`config.mk`:
```
export PLATFORM = sky130hd
export DESIGN_NAME = gx4000_asic_ram_arbiter
export DESIGN_NICKNAME = d
export VERILOG_FILES = /design/src/rtl/gx4000_asic_ram_arbiter.sv
export SDC_FILE = /design/constraint.sdc
export NUM_CORES = 1
export LEC_CHECK = 0
export CORE_AREA = 5 5 58 85
export CTS_BUF_LIST = sky130_fd_sc_hd__clkbuf_16
export DETAILED_ROUTE_END_ITERATION = 16
export DIE_AREA = 0 0 63 90
export PLACE_DENSITY = 0.87
export SLEW_MARGIN = 20
export SYNTH_ARGS = -nofsm -noshare
export SYNTH_HDL_FRONTEND = slang
export SYNTH_SLANG_ARGS = --single-unit
```
`constraint.sdc`:
```
create_clock -name clk_sys -period 3.5 [get_ports clk_sys]
set_input_delay 0.35 -clock clk_sys [delete_from_list [all_inputs] [get_ports clk_sys]]
set_output_delay 0.35 -clock clk_sys [all_outputs]
set_load 0.02 [all_outputs]
```
`src/rtl/gx4000_asic_ram_arbiter.sv`:
```
// gx4000_asic_ram_arbiter
// Single-port access controller for the 16 KB Plus ASIC RAM. One RAM access
// per clk_sys cycle, shared between the CPU page window, video sprite/palette
// fetch and the three sound DMA channels.
//   Slot priority: starved CPU > video > CPU > DMA round-robin.
//   While the ASIC is locked (plus_mode=0 or asic_valid=0), CPU requests are
//   acknowledged at once without using the RAM: writes vanish and reads
//   return 0xFF.
// Optional feature macro: GX4000_ASIC_DMA_EN. When it is defined, the DMA
// round-robin arbiter is built. When it is undefined, the DMA outputs are
// tied to zero.
module gx4000_asic_ram_arbiter #(
   parameter int STARVE_LIMIT = 4,
   parameter int AW           = 14
) (
   input  logic            clk_sys,
   input  logic            reset_n,
   input  logic            plus_mode,
   input  logic            asic_valid,
   input  logic            cpu_req,
   input  logic            cpu_we,
   input  logic [AW-1:0]   cpu_addr,
   input  logic [7:0]      cpu_wdata,
   output logic            cpu_gnt,
   output logic            cpu_rvalid,
   output logic [7:0]      cpu_rdata,
   input  logic            vid_req,
   input  logic [AW-1:0]   vid_addr,
   output logic            vid_gnt,
   output logic            vid_rvalid,
   output logic [7:0]      vid_rdata,
   input  logic [2:0]      dma_req,
   input  logic [3*AW-1:0] dma_addr,
   output logic [2:0]      dma_gnt,
   output logic [2:0]      dma_rvalid,
   output logic [7:0]      dma_rdata,
   output logic [AW-1:0]   ram_addr,
   output logic            ram_rd,
   output logic            ram_wr,
   output logic [7:0]      ram_din,
   input  logic [7:0]      ram_q
);

   // Wait counter width; keep at least one bit so a disabled override still elaborates
   localparam int              WCW        = (STARVE_LIMIT > 0) ? $clog2(STARVE_LIMIT + 1) : 1;
   localparam logic [WCW-1:0]  STARVE_MAX = WCW'(STARVE_LIMIT);

   logic           unlocked_s;
   logic           cpu_ram_req_s;
   logic           vid_ok_s;
   logic           starve_s;
   logic           cpu_lock_gnt_s;
   logic           cpu_win_s;
   logic           vid_win_s;
   logic [2:0]     dma_win_s;
   logic [2:0]     dma_pick_s;
   logic [AW-1:0]  dma_sel_addr_s;

   logic [WCW-1:0] wait_cnt_q, wait_cnt_d;
   logic           cpu_rvalid_q, cpu_rvalid_d;
   logic           cpu_lock_rd_q, cpu_lock_rd_d;
   logic           vid_rvalid_q, vid_rvalid_d;

   assign unlocked_s     = plus_mode & asic_valid;
   assign cpu_ram_req_s  = cpu_req & unlocked_s;
   assign vid_ok_s       = vid_req & plus_mode;
   assign starve_s       = (STARVE_LIMIT != 0) && (wait_cnt_q == STARVE_MAX);
   // A locked CPU access never touches RAM, so it is acknowledged immediately
   assign cpu_lock_gnt_s = reset_n & cpu_req & ~unlocked_s;

`ifdef GX4000_ASIC_DMA_EN
   logic [1:0] rr_ptr_q, rr_ptr_d;

   // Round-robin pick among eligible DMA channels, starting at rr_ptr
   always_comb begin
      logic [2:0] elig;
      elig       = plus_mode ? dma_req : 3'b000;
      dma_pick_s = 3'b000;
      case (rr_ptr_q)
         2'd1: begin
            if (elig[1])      dma_pick_s = 3'b010;
            else if (elig[2]) dma_pick_s = 3'b100;
            else if (elig[0]) dma_pick_s = 3'b001;
            else              dma_pick_s = 3'b000;
         end
         2'd2: begin
            if (elig[2])      dma_pick_s = 3'b100;
            else if (elig[0]) dma_pick_s = 3'b001;
            else if (elig[1]) dma_pick_s = 3'b010;
            else              dma_pick_s = 3'b000;
         end
         default: begin
            if (elig[0])      dma_pick_s = 3'b001;
            else if (elig[1]) dma_pick_s = 3'b010;
            else if (elig[2]) dma_pick_s = 3'b100;
            else              dma_pick_s = 3'b000;
         end
      endcase
   end

   // Address of the granted DMA channel
   always_comb begin
      case (dma_win_s)
         3'b001:  dma_sel_addr_s = dma_addr[0 +: AW];
         3'b010:  dma_sel_addr_s = dma_addr[AW +: AW];
         3'b100:  dma_sel_addr_s = dma_addr[2*AW +: AW];
         default: dma_sel_addr_s = {AW{1'b0}};
      endcase
   end

   // Advance the pointer past the channel just served; hold otherwise
   always_comb begin
      case (dma_win_s)
         3'b001:  rr_ptr_d = 2'd1;
         3'b010:  rr_ptr_d = 2'd2;
         3'b100:  rr_ptr_d = 2'd0;
         default: rr_ptr_d = rr_ptr_q;
      endcase
   end

   // Round-robin pointer and DMA read-return flags
   always_ff @(posedge clk_sys or negedge reset_n) begin
      if (!reset_n) begin
         rr_ptr_q   <= 2'd0;
         dma_rvalid <= 3'b000;
      end else begin
         rr_ptr_q   <= rr_ptr_d;
         dma_rvalid <= dma_win_s;
      end
   end

   assign dma_gnt   = dma_win_s;
   assign dma_rdata = ram_q;
`else
   logic unused_dma_s;
   assign unused_dma_s   = ^{dma_req, dma_addr};
   assign dma_pick_s     = 3'b000;
   assign dma_sel_addr_s = {AW{1'b0}};
   assign dma_gnt        = 3'b000;
   assign dma_rvalid     = 3'b000;
   assign dma_rdata      = 8'h00;
`endif

   // Fixed-priority selection of the single RAM slot owner
   always_comb begin
      cpu_win_s = 1'b0;
      vid_win_s = 1'b0;
      dma_win_s = 3'b000;
      if (!reset_n) begin
         cpu_win_s = 1'b0;
      end else if (cpu_ram_req_s && starve_s) begin
         cpu_win_s = 1'b1;
      end else if (vid_ok_s) begin
         vid_win_s = 1'b1;
      end else if (cpu_ram_req_s) begin
         cpu_win_s = 1'b1;
      end else begin
         dma_win_s = dma_pick_s;
      end
   end

   // Drive the RAM port from the slot owner; idle when nobody wins
   always_comb begin
      ram_addr = {AW{1'b0}};
      ram_rd   = 1'b0;
      ram_wr   = 1'b0;
      ram_din  = 8'h00;
      if (cpu_win_s) begin
         ram_addr = cpu_addr;
         ram_rd   = ~cpu_we;
         ram_wr   = cpu_we;
         ram_din  = cpu_wdata;
      end else if (vid_win_s) begin
         ram_addr = vid_addr;
         ram_rd   = 1'b1;
      end else if (|dma_win_s) begin
         ram_addr = dma_sel_addr_s;
         ram_rd   = 1'b1;
      end else begin
         ram_rd   = 1'b0;
      end
   end

   // Next-state for the starvation counter and the CPU/video read returns
   always_comb begin
      if (!cpu_req || cpu_gnt) begin
         wait_cnt_d = {WCW{1'b0}};
      end else if (wait_cnt_q != STARVE_MAX) begin
         wait_cnt_d = wait_cnt_q + WCW'(1);
      end else begin
         wait_cnt_d = wait_cnt_q;
      end
      cpu_rvalid_d  = cpu_gnt & ~cpu_we;
      // Locked status is captured at grant time, so a later lock does not corrupt a real read
      cpu_lock_rd_d = cpu_lock_gnt_s & ~cpu_we;
      vid_rvalid_d  = vid_win_s;
   end

   // State registers; reset discards any in-flight read
   always_ff @(posedge clk_sys or negedge reset_n) begin
      if (!reset_n) begin
         wait_cnt_q    <= {WCW{1'b0}};
         cpu_rvalid_q  <= 1'b0;
         cpu_lock_rd_q <= 1'b0;
         vid_rvalid_q  <= 1'b0;
      end else begin
         wait_cnt_q    <= wait_cnt_d;
         cpu_rvalid_q  <= cpu_rvalid_d;
         cpu_lock_rd_q <= cpu_lock_rd_d;
         vid_rvalid_q  <= vid_rvalid_d;
      end
   end

   assign cpu_gnt    = cpu_win_s | cpu_lock_gnt_s;
   assign vid_gnt    = vid_win_s;
   assign cpu_rvalid = cpu_rvalid_q;
   assign cpu_rdata  = cpu_lock_rd_q ? 8'hFF : ram_q;
   assign vid_rvalid = vid_rvalid_q;
   assign vid_rdata  = ram_q;

endmodule

```
==> run metrics <==
status finished, final reports clean; FMAX 0.376 GHz; vias post-DR 1100; cell leakage power 0.735 nW; cell taking the most area after synthesis buf_4; non-filler cells, final 252; TritonRoute pass-1 iters 4; Worst Hold Class primary input to asynchronous set/reset pin; placed insts 249; post-synthesis simple-gate area fraction 33.8%; Post-synth EDFFs 0; final instance area 1870 um2; Pwr Density 237 nW/um2; clk slew on worst S/H paths 30 ps; WP data arrival 2310 ps; Post-Synthesis Cell Area 948 um2; total chip power 0.443 mW; total negative slack 0 ps; Die H 90 um; Tcrit/Tclk final 76.0%; Worst setup EP type primary output; Cell Area, Placed 1800 um2; Least-Margin Pin Slew 543 ps; Layout Utilization 44.9%; Post-CTS Setup Inserts 0; Startpoint Class register; first-pass GRT wire length 4350 um; largest net degree at the start of global routing 29; peak supply drop 0.221 mV; cell count of the worst reg-to-reg path 5; most instantiated cells after synthesis nand2_1, buf_4, and2_1, o22ai_2, or2_2; antenna cell count 0; DRT Wirelength 2970 um; # port buffers 94; Seq/Total Area, Yosys 15.8%; I/O Pins 154; hold slack final 347 ps; HPWL Detailed 2700 um; headroom to the max-slew limit 63.7%; area grow syn2layout 97.4%; Post-CTS Hold Buffers 0; total CTS buffers 3; total gr overflow 0; initial antenna violation count 0; RePlAce Congestion 0.762; share of the synthesized area in the top cell type 19.0%; DRT antenna net count 0; crit path max fanout 14; Gate Count Post-Synth 121; Synth Area in Compound Gates 21.9%; Max Cap Viol 0; largest family of logic cells by synthesized area simple AND/OR/NAND/NOR gates; Final Hold Fails 0; Synth warnings 0; Starting Density 22.7%; Final setup viols 0; min setup slack post-route 840 ps; First DRT Iteration DRCs 8; TritonCTS clock tree yes; unrepaired setup endpoints after global routing no; H-Tree Depth 1; post-synthesis mux area share 1.19%; Area contributors post-synth buf_4, dfrtp_1, o22ai_2, nand2_1, and2_1; Chip Width 63 um; top-count cell post-synth nand2_1; Layout Skew 2.25 ps; XOR/XNOR Fraction of Synth Area 0.923%; ys flop type dfrtp_1; DRC viols 0; final net count 306; gr usage total 9.25%; post-DR wirelength/cell 11.8 um; worst path required time 3150 ps; vias in the first global route 1085; Synth Register Bits 6; share of post-route cells with drive strength above 1 14.6%; kind of critical path register to primary output; unique cell type count in the Yosys netlist 27; Clock Latency Late Sink 220 ps; Slew Viols, Final 0; post-CTS sizing 0; detail-routed via count per cell 4.37; CTS Root Buffer Type clkbuf_16; Post-Synth Adder-Cell Area 2.64%; dpl ws 807 ps; full die area 5670 um2; Clock Sinks 6; min cycle time layout 2660 ps; Rows 29; Syn Area/Cell 7.84 um2; CTS max path bufs 2; core area 4170 um2; FFs w/ async S/R, synth 100%
layer usage:
metal	global-route usage, %	up-vias	wire, um
li1	-	538	-
met2	18.4	90	1470
met1	6.53	472	852
met3	6.98	0	646
met5	0	-	0
met4	1.59	0	0
critical path, cell delays in order (launching register included):
cell             delay [ps]
dfrtp_1                 380
inv_1                    90
ha_1                    200
a21bo_4                 170
nand3_2                 310
o22ai_2                 290
clkdlybuf4s50_1         640
layout make-up:
type / instances / area (um2)
fill: 408 / 2300
timing repair buffer: 96 / 956
multi-input combinational: 99 / 626
sequential: 6 / 150
clock buffer: 3 / 75.1
tap: 46 / 57.6
inverter: 2 / 7.51
power by group:
part	internal, mW	total [mW]	leakage [nW]	switching [mW]
Sequential	0.0726	0.0745	0.0812	0.00194
Combinational	0.103	0.188	0.617	0.0856
Clock	0.146	0.180	0.0370	0.0339
worst paths after layout:
kind | from | to | slack (ps)
min | reset_n | cpu_lock_rd_q | 350
max in group asynchronous | reset_n | wait_cnt_q[1] | 2810
min in group clk_sys | wait_cnt_q[2] | wait_cnt_q[2] | 640
max reg2reg | wait_cnt_q[0] | vid_rvalid | 1910
min reg2reg | wait_cnt_q[2] | wait_cnt_q[2] | 640
max | wait_cnt_q[0] | ram_addr[8] | 840
layout by cell type (no fill, tap or decap), types with 2 or more instances in the layout:
cell type	instances
clkbuf_16	3
buf_4	2
conb_1	14
inv_1	2
and3_1	2
nand2_1	31
clkdlybuf4s50_1	94
o22ai_1	4
nand2_2	2
nor2_1	3
and2_1	10
dfrtp_1	6
or2_2	8
ha_1	2
o22ai_2	10
sequential cells by signal, summed over array words and instances, names as in the netlist:
name           cells
wait_cnt_q         3
cpu_rvalid         1
vid_rvalid         1
cpu_lock_rd_q      1
logic make-up after synthesis:
group / after synthesis
simple gates: 62
buf+inv: 29
compound gates: 19
flops: 6
fa+ha+maj: 2
other cells: 1
xor+xnor: 1
mux: 1
Power figures use the tool's default switching activity.
